File: src/rtl/hazard_pkg.sv
// Shared types and constants for the pipeline hazard controller.
package hazard_pkg;

    // Action taken in a cycle; the encoding is visible on hazard_state.
    typedef enum logic [1:0] {
        StRun       = 2'd0,
        StLoadStall = 2'd1,
        StFlush     = 2'd2,
        StMemWait   = 2'd3
    } hazard_state_t;

    localparam logic [4:0]  REG_ZERO             = 5'd0;
    localparam int unsigned WAIT_TIMEOUT_DEFAULT = 255;

endpackage

File: src/rtl/perf_counter.sv
// Free-running event counter: counts cycles with inc_i high, wraps modulo 2^Width.
module perf_counter #(
    parameter int unsigned Width = 32
) (
    input  logic             clk_i,
    input  logic             rst_i,
    input  logic             inc_i,
    output logic [Width-1:0] cnt_o
);

    logic [Width-1:0] cnt_q, cnt_d;

    // Next count: step on each qualifying cycle, natural wrap.
    always_comb begin
        cnt_d = cnt_q;
        if (inc_i) begin
            cnt_d = cnt_q + 1'b1;
        end
    end

    // Counter register with synchronous clear.
    always_ff @(posedge clk_i) begin
        if (rst_i) begin
            cnt_q <= '0;
        end else begin
            cnt_q <= cnt_d;
        end
    end

    assign cnt_o = cnt_q;

endmodule

File: src/rtl/pipeline_hazard_ctrl.sv
// Stall / flush / redirect controller for the five-stage core.
// Priority each cycle: memory wait > EX redirect > load-use stall > run.
// Optional HAZARD_PERF_EN adds stall/flush/wait performance counters.
module pipeline_hazard_ctrl
    import hazard_pkg::*;
#(
    parameter int unsigned WAIT_TIMEOUT = WAIT_TIMEOUT_DEFAULT,
    parameter int unsigned CNT_W        = 32
) (
    input  logic       clk,
    input  logic       rst,
    input  logic [4:0] id_rs1,
    input  logic [4:0] id_rs2,
    input  logic       id_uses_rs1,
    input  logic       id_uses_rs2,
    input  logic       ex_hazard,
    input  logic       ex_reg_write,
    input  logic [4:0] ex_rd,
    input  logic       ex_redirect,
    input  logic       mem_req,
    input  logic       mem_ready,
    output logic       pc_stall,
    output logic       ifid_stall,
    output logic       idex_stall,
    output logic       exmem_stall,
    output logic       ifid_flush,
    output logic       idex_flush,
    output logic       memwb_flush,
    output logic       pc_redirect,
    output logic [1:0] hazard_state,
    output logic       mem_timeout
`ifdef HAZARD_PERF_EN
    ,
    output logic [CNT_W-1:0] stall_cnt,
    output logic [CNT_W-1:0] flush_cnt,
    output logic [CNT_W-1:0] wait_cnt
`endif
);

    localparam int unsigned WaitW = $clog2(WAIT_TIMEOUT + 1);
    localparam logic [WaitW-1:0] WaitMax = WaitW'(WAIT_TIMEOUT);

    hazard_state_t    state_q, state_d;
    logic             load_use;
    logic [WaitW-1:0] wait_q, wait_d;
    logic             timeout_q, timeout_d;

    // State register: remembers the action chosen in the previous cycle.
    always_ff @(posedge clk) begin
        if (rst) begin
            state_q <= StRun;
        end else begin
            state_q <= state_d;
        end
    end

    // Next state: the prioritised action selected this cycle.
    always_comb begin
        // A load that already produced its bubble is stale in EX; never stall on it twice.
        load_use = ex_hazard && ex_reg_write && (ex_rd != REG_ZERO) &&
                   ((id_uses_rs1 && (id_rs1 == ex_rd)) ||
                    (id_uses_rs2 && (id_rs2 == ex_rd))) &&
                   (state_q != StLoadStall);
        if (mem_req && !mem_ready) begin
            state_d = StMemWait;
        end else if (ex_redirect) begin
            state_d = StFlush;
        end else if (load_use) begin
            state_d = StLoadStall;
        end else begin
            state_d = StRun;
        end
    end

    // Mealy outputs decoded from the action selected this cycle; silenced in reset.
    always_comb begin
        pc_stall    = 1'b0;
        ifid_stall  = 1'b0;
        idex_stall  = 1'b0;
        exmem_stall = 1'b0;
        ifid_flush  = 1'b0;
        idex_flush  = 1'b0;
        memwb_flush = 1'b0;
        pc_redirect = 1'b0;
        if (!rst) begin
            unique case (state_d)
                StMemWait: begin
                    // Freeze everything up to EX; a pending redirect waits in EX.
                    pc_stall    = 1'b1;
                    ifid_stall  = 1'b1;
                    idex_stall  = 1'b1;
                    exmem_stall = 1'b1;
                    memwb_flush = 1'b1;
                end
                StFlush: begin
                    pc_redirect = 1'b1;
                    ifid_flush  = 1'b1;
                    idex_flush  = 1'b1;
                end
                StLoadStall: begin
                    pc_stall   = 1'b1;
                    ifid_stall = 1'b1;
                    idex_flush = 1'b1;
                end
                StRun: begin
                end
            endcase
        end
    end

    // Watchdog next state: count consecutive waits, saturate, latch the timeout.
    always_comb begin
        wait_d    = wait_q;
        timeout_d = timeout_q;
        if (state_d == StMemWait) begin
            if (wait_q == WaitMax) begin
                timeout_d = 1'b1;
            end else begin
                wait_d = wait_q + 1'b1;
            end
        end else begin
            wait_d = '0;
        end
    end

    // Watchdog registers.
    always_ff @(posedge clk) begin
        if (rst) begin
            wait_q    <= '0;
            timeout_q <= 1'b0;
        end else begin
            wait_q    <= wait_d;
            timeout_q <= timeout_d;
        end
    end

    assign hazard_state = state_q;
    assign mem_timeout  = timeout_q;

`ifdef HAZARD_PERF_EN
    perf_counter #(
        .Width(CNT_W)
    ) u_stall_cnt (
        .clk_i(clk),
        .rst_i(rst),
        .inc_i(state_d == StLoadStall),
        .cnt_o(stall_cnt)
    );

    perf_counter #(
        .Width(CNT_W)
    ) u_flush_cnt (
        .clk_i(clk),
        .rst_i(rst),
        .inc_i(state_d == StFlush),
        .cnt_o(flush_cnt)
    );

    perf_counter #(
        .Width(CNT_W)
    ) u_wait_cnt (
        .clk_i(clk),
        .rst_i(rst),
        .inc_i(state_d == StMemWait),
        .cnt_o(wait_cnt)
    );
`endif

endmodule

File: config.mk
export PLATFORM = sky130hd
export DESIGN_NAME = pipeline_hazard_ctrl
export DESIGN_NICKNAME = d
export VERILOG_FILES = /design/src/rtl/hazard_pkg.sv /design/src/rtl/perf_counter.sv /design/src/rtl/pipeline_hazard_ctrl.sv
export SDC_FILE = /design/constraint.sdc
export NUM_CORES = 1
export LEC_CHECK = 0
export ABC_CLOCK_PERIOD_IN_PS = 1800
export CAP_MARGIN = 20
export CORE_AREA = 2 2 47 49
export CTS_BUF_LIST = sky130_fd_sc_hd__clkbuf_16
export DETAILED_ROUTE_END_ITERATION = 8
export DIE_AREA = 0 0 49 51
export PLACE_DENSITY = 0.72
export REMOVE_ABC_BUFFERS = 1
export SYNTH_ARGS = -nofsm -noshare
export SYNTH_HDL_FRONTEND = slang
export SYNTH_SLANG_ARGS = --single-unit
File: constraint.sdc
create_clock -name clk -period 1.8 [get_ports clk]
set_input_delay 0.36 -clock clk [delete_from_list [all_inputs] [get_ports clk]]
set_output_delay 0.36 -clock clk [all_outputs]
set_load 0.1 [all_outputs]
After elaboration in Yosys (flattened, before gate mapping)
Index checks and enable logic that the tools add are counted.

Register bits: 11. Bits in latches: 0. Memory bits (writable): 0. Bits in read-only memories: 0. Bits of input ports: 24. Output and inout port bits: 11. Logic and storage cells: 37. Memories kept: 0.

$add $sub $neg: 1. Multipliers: 0. Div/mod/pow operators: 0. $lt $le $gt $ge: 0. Equality and inequality tests: 7. Shift operators: 0. Muxes and demuxes: 11. Bitwise logic cells: 1. Reduce and logical (&&, ||, !) cells: 14.

Operators with widths (count): 5-bit == test (2); 1-bit 2-to-1 mux (9); 8-bit by 1-bit adder with 8-bit output, second input constant (1); 8-bit == test, second input constant (1); 1-bit logical AND (7); 2-bit OR reduction (3); 5-bit nonzero test (1); 2-bit == test, second input constant (2); 2-bit 2-to-1 mux (2); 2-bit by 1-bit == test with 1-bit output, second input constant (1); 2-bit by 1-bit inequality test with 1-bit output, second input constant (1); 2-bit AND reduction (1); 1-bit logical NOT (1); 1-bit logical OR (1); 1-bit inverter (1).

Logic depth before layout (Yosys ltp)
Depth in word-level cells: 12. Depth in mapped cells: 7. Mapped depth without buffers: 6.

Worst setup path before layout
OpenSTA, ideal clock, no wires.

Kind: flip-flop to output port. From: reg state_q[0], in the netlist hazard_state[0]. To: out pc_redirect. Arrival time: 3.375 ns. Required time: 1.440 ns. Path slack: -1.935 ns. Cell stages (with the launch flop): 8. Path buffers: 1. Cells stage by stage: dfxtp_1 nand2b_1 nand3_1 nor3_1 a21oi_1 ha_1 nor2b_1 buf_4.

Longest elaborated chain between the ends: 8.

Ends and longest elaborated chain: start, declared (RTL line pipeline_hazard_ctrl.sv:43) `hazard_state_t state_q, state_d;`; start signal, assigned (RTL line pipeline_hazard_ctrl.sv:51) `state_q <= StRun;`; start signal, assigned (RTL line pipeline_hazard_ctrl.sv:53) `state_q <= state_d;`; 2-bit by 1-bit inequality test with 1-bit output (RTL line pipeline_hazard_ctrl.sv:63) `(state_q != StLoadStall);`; 1-bit logical AND (RTL line pipeline_hazard_ctrl.sv:62) `(id_uses_rs2 && (id_rs2 == ex_rd))) &&`; 1-bit 2-to-1 mux (RTL line pipeline_hazard_ctrl.sv:68) `end else if (load_use) begin`; 2-bit 2-to-1 mux (RTL line pipeline_hazard_ctrl.sv:66) `end else if (ex_redirect) begin`; 2-bit 2-to-1 mux (RTL line pipeline_hazard_ctrl.sv:64) `if (mem_req && !mem_ready) begin`; 2-bit == test; 1-bit 2-to-1 mux (2 in series); end, declared (RTL line pipeline_hazard_ctrl.sv:29) `output logic pc_redirect,`.

Every way passes these cells.

Worst setup path in the final report
From: in ex_rd[3]. To: out pc_redirect.

Longest elaborated chain between the ends: 11. Elaborated cells between the ends (all ways): 15. Classes of those cells: eq/ne (3); mux (5); reduce/logical (7).

Ends and longest elaborated chain: start, declared (RTL line pipeline_hazard_ctrl.sv:18) `input logic [4:0] ex_rd,`; 5-bit == test, on equally long branches (RTL line pipeline_hazard_ctrl.sv:61, pipeline_hazard_ctrl.sv:62); 1-bit logical AND, on equally long branches (RTL line pipeline_hazard_ctrl.sv:61, pipeline_hazard_ctrl.sv:62); 1-bit logical OR (RTL line pipeline_hazard_ctrl.sv:61) `((id_uses_rs1 && (id_rs1 == ex_rd)) ||`; 1-bit logical AND * (RTL line pipeline_hazard_ctrl.sv:60) `load_use = ex_hazard && ex_reg_write && (ex_rd != REG_ZERO) &&`; 1-bit logical AND * (RTL line pipeline_hazard_ctrl.sv:62); 1-bit 2-to-1 mux * (RTL line pipeline_hazard_ctrl.sv:68); 2-bit 2-to-1 mux * (RTL line pipeline_hazard_ctrl.sv:66); 2-bit 2-to-1 mux * (RTL line pipeline_hazard_ctrl.sv:64); 2-bit == test * (RTL line pipeline_hazard_ctrl.sv:86) `unique case (state_d)`; 1-bit 2-to-1 mux * (RTL line pipeline_hazard_ctrl.sv:86); 1-bit 2-to-1 mux * (RTL line pipeline_hazard_ctrl.sv:85) `if (!rst) begin`.

Every way passes the cells marked *; elsewhere a longest branch is shown, timed or not.

==> flow_metrics.tcl <==
set metrics [dict create \
    fp-row-count 17 \
    drt_wl_total_um 2130 \
    grt_pass1_wl_um 3440 \
    clockRootBuffer "clkbuf_16" \
    tns_ns -1.84 \
    wl_per_cell_um 13.7 \
    max-vdd-ir-drop_mv 0.643 \
    place_hpwl_um 1580 \
    crit_path_max_fanout 3 \
    viasPerCell 4.91 \
    rsz0062_at_grt "yes" \
    crit_end "pc_redirect" \
    antenna_found_initial 0 \
    netlist_area_um2 658 \
    syn_inst 80 \
    required_ns 1.44 \
    yosys.cell_types.count 26 \
    timing.rr.end "wait_q[0]$_SDFFE_PP0N_" \
    timing.max_cap.violations 0 \
    start_util 0.319 \
    violations "setup timing" \
    track_usage 0.178 \
    drive_gt1_frac 0.383 \
    p_total_mw 0.938 \
    core_area_um2 2060 \
    worstMarginPinSlew_ns 0.261 \
    synthFlopType "dfxtp_1" \
    nNetsFinal 155 \
    hp-class "reg2reg" \
    fmax_mhz 447 \
    fin_crit_ns 2.24 \
    yosysWarnings 0 \
    grt_max_degree 8 \
    insertion_delay_ns 0.24 \
    cts.path.max_buffers 2 \
    dieArea_um2 2500 \
    rrSetupSlack_ns 0.36 \
    ys_seq_elements 11 \
    seq_area_frac_synth 0.335 \
    numCtsBuffers 3 \
    gp_routability_congestion 0.779 \
    grt_pass1_vias 811 \
    cts.sinks 11 \
    fin_area_um2 1370 \
    hold_slack_ns 0.507 \
    relSlewSlack 0.824 \
    path_class "in2out" \
    fin_ws_ns -0.438 \
    die_h_um 51 \
    dr.pass1.iters 4 \
    fin_skew_ns 0.00134 \
    worstHoldStart "wait_q[1]$_SDFFE_PP0N_" \
    fill_cells 154 \
    ys_async_sr_fraction 0 \
    diodes 0 \
    place_area_um2 1200 \
    cts.clk_slew.worst_paths_ns 0.04 \
    vias 766 \
    synth_edf_count 0 \
    drc_errors 0 \
    die_x_um 49 \
    status "finished with violations" \
    drtAntennaViolNets 0 \
    setup.worst_path.start "ex_rd[3]" \
    drtIter0Drc 13 \
    syn_avg_cell_area_um2 8.23 \
    areaGrowthSynthToFinish_pct 108 \
    htreeDepth 1 \
    cellPowerDensity_nw_per_um2 684 \
    setup_violations 5 \
    critPathLaunchType "input port" \
    end_kind "primary output" \
    slew_viol_final 0 \
    grt_remaining_overflow 0 \
    p_leak_nw 0.583 \
    hold_viol 0 \
    reg2reg_depth 5 \
    port_buffers 34 \
    cts_tree "built" \
    reg2reg_from "wait_q[0]$_SDFFE_PP0N_" \
    ios 35 \
    post-route-period-util 1.24 \
    arrival_ns 1.88 \
]
==> timing repair <==
| item | in CTS | in global routing |
|---|---|---|
| pin swaps | 19 | 12 |
| resized for setup | 39 | 17 |
| setup buffers | 4 | 2 |
| endpoints found under the setup margin | 8 | 8 |
| hold buffers | 0 | 0 |
| hold endpoints to repair | 0 | 0 |
| gates cloned | 0 | 0 |
==> critical path: stages <==
cell	delay, ns
buf_2	0.14
or4_4	0.50
nor2_4	0.10
nor3_2	0.06
a21oi_2	0.13
ha_1	0.15
nor2b_1	0.12
buf_4	0.15
buf_12	0.17
==> stage by stage <==
| stage | utilization | cells | setup WS [ns] |
|---|---|---|---|
| floorplan | - | 76 | -2.69 |
| global placement | 0.580 | 149 | -0.807 |
| detailed placement | 0.580 | 149 | -0.813 |
| CTS | 0.633 | 154 | -0.459 |
| global route | 0.665 | 156 | -0.495 |
| finish | 0.665 | 156 | -0.438 |
==> Yosys cell counts (2+ instances only) <==
cell type,number,share of area
a21oi_1,2,0.015
a31o_1,2,0.027
a31oi_1,3,0.029
and3_1,2,0.019
buf_4,4,0.046
dfxtp_1,11,0.33
ha_1,2,0.038
inv_1,2,0.011
nand2_1,6,0.034
nand3_1,3,0.023
nand4_1,4,0.038
nor2_1,9,0.051
nor2b_1,2,0.019
nor3_1,4,0.030
o21ai_0,2,0.015
or2_2,2,0.019
xnor2_1,11,0.15
==> layout make-up <==
class / count / area [um2] / area share
timing repair buffer: 48 / 552 / 0.402
multi-input combinational: 63 / 478 / 0.349
sequential: 11 / 220 / 0.161
clock buffer: 3 / 75.1 / 0.0547
tap: 28 / 35.0 / 0.0255
inverter: 2 / 7.51 / 0.00547
clock inverter: 1 / 3.75 / 0.00274
==> how the worst min path moves through the flow <==
stage / end / cells after the start / slack, ns
after CTS: wait_q[1]$_SDFFE_PP0N_ / 2 / 0.50
after detailed placement: wait_q[1]$_SDFFE_PP0N_ / 2 / 0.49
final: wait_q[1]$_SDFFE_PP0N_ / 2 / 0.51
after floorplan: wait_q[1]$_SDFFE_PP0N_ / 2 / 0.46
after global routing: wait_q[1]$_SDFFE_PP0N_ / 2 / 0.53
after global placement: wait_q[1]$_SDFFE_PP0N_ / 2 / 0.47
==> per-layer routing <==
metal | track usage | up-vias | share of wire
li1 | - | 379 | -
met1 | 0.205 | 357 | 0.41
met3 | 0.0731 | 3 | 0.065
met2 | 0.311 | 27 | 0.51
met4 | 0.0381 | 0 | 0.0056
met5 | 0 | - | 0
==> placed cells by master (no fill, tap or decap), types with 2 or more instances in the layout <==
master           synthesis  final
dlymetal6s2s_1           0      2
and3_1                   2      2
ha_1                     2      2
clkbuf_16                0      3
dlygate4sd2_1            0      6
nand3_1                  3      3
or2_2                    2      2
xnor2_2                  0      4
nor3_1                   4      3
nor2_1                   9      7
clkdlybuf4s15_1          0      4
clkdlybuf4s50_1          0      6
buf_2                    0      2
nand4_1                  4      4
inv_1                    2      2
buf_6                    0      5
buf_12                   0     11
buf_4                    4     11
nand2_1                  6      5
xnor2_1                 11      7
dfxtp_1                 11     11
a31oi_1                  3      3
o21ai_0                  2      2
==> registers in the layout, indices dropped and copies added, names as in the netlist <==
register,flops
hazard_state,2
mem_timeout,1
wait_q,8
==> cell families (layout without fill, tap and decap cells) <==
logic type / Yosys count / in the layout / share of synthesized area
AOI/OAI and AO/OA: 13 / 13 / 0.133
xor gates and xnor gates: 12 / 12 / 0.160
adders and majority gates: 2 / 2 / 0.0380
buffers and inverters: 6 / 54 / 0.0570
DFF: 11 / 11 / 0.335
and+or+nand+nor: 36 / 36 / 0.278
==> report_power, final <==
part	total [mW]	internal [mW]	switching [mW]
clock	0.400	0.291	0.109
sequential	0.251	0.248	0.00226
combinational	0.288	0.134	0.153
No activity file was read; power rests on OpenSTA's default activity.
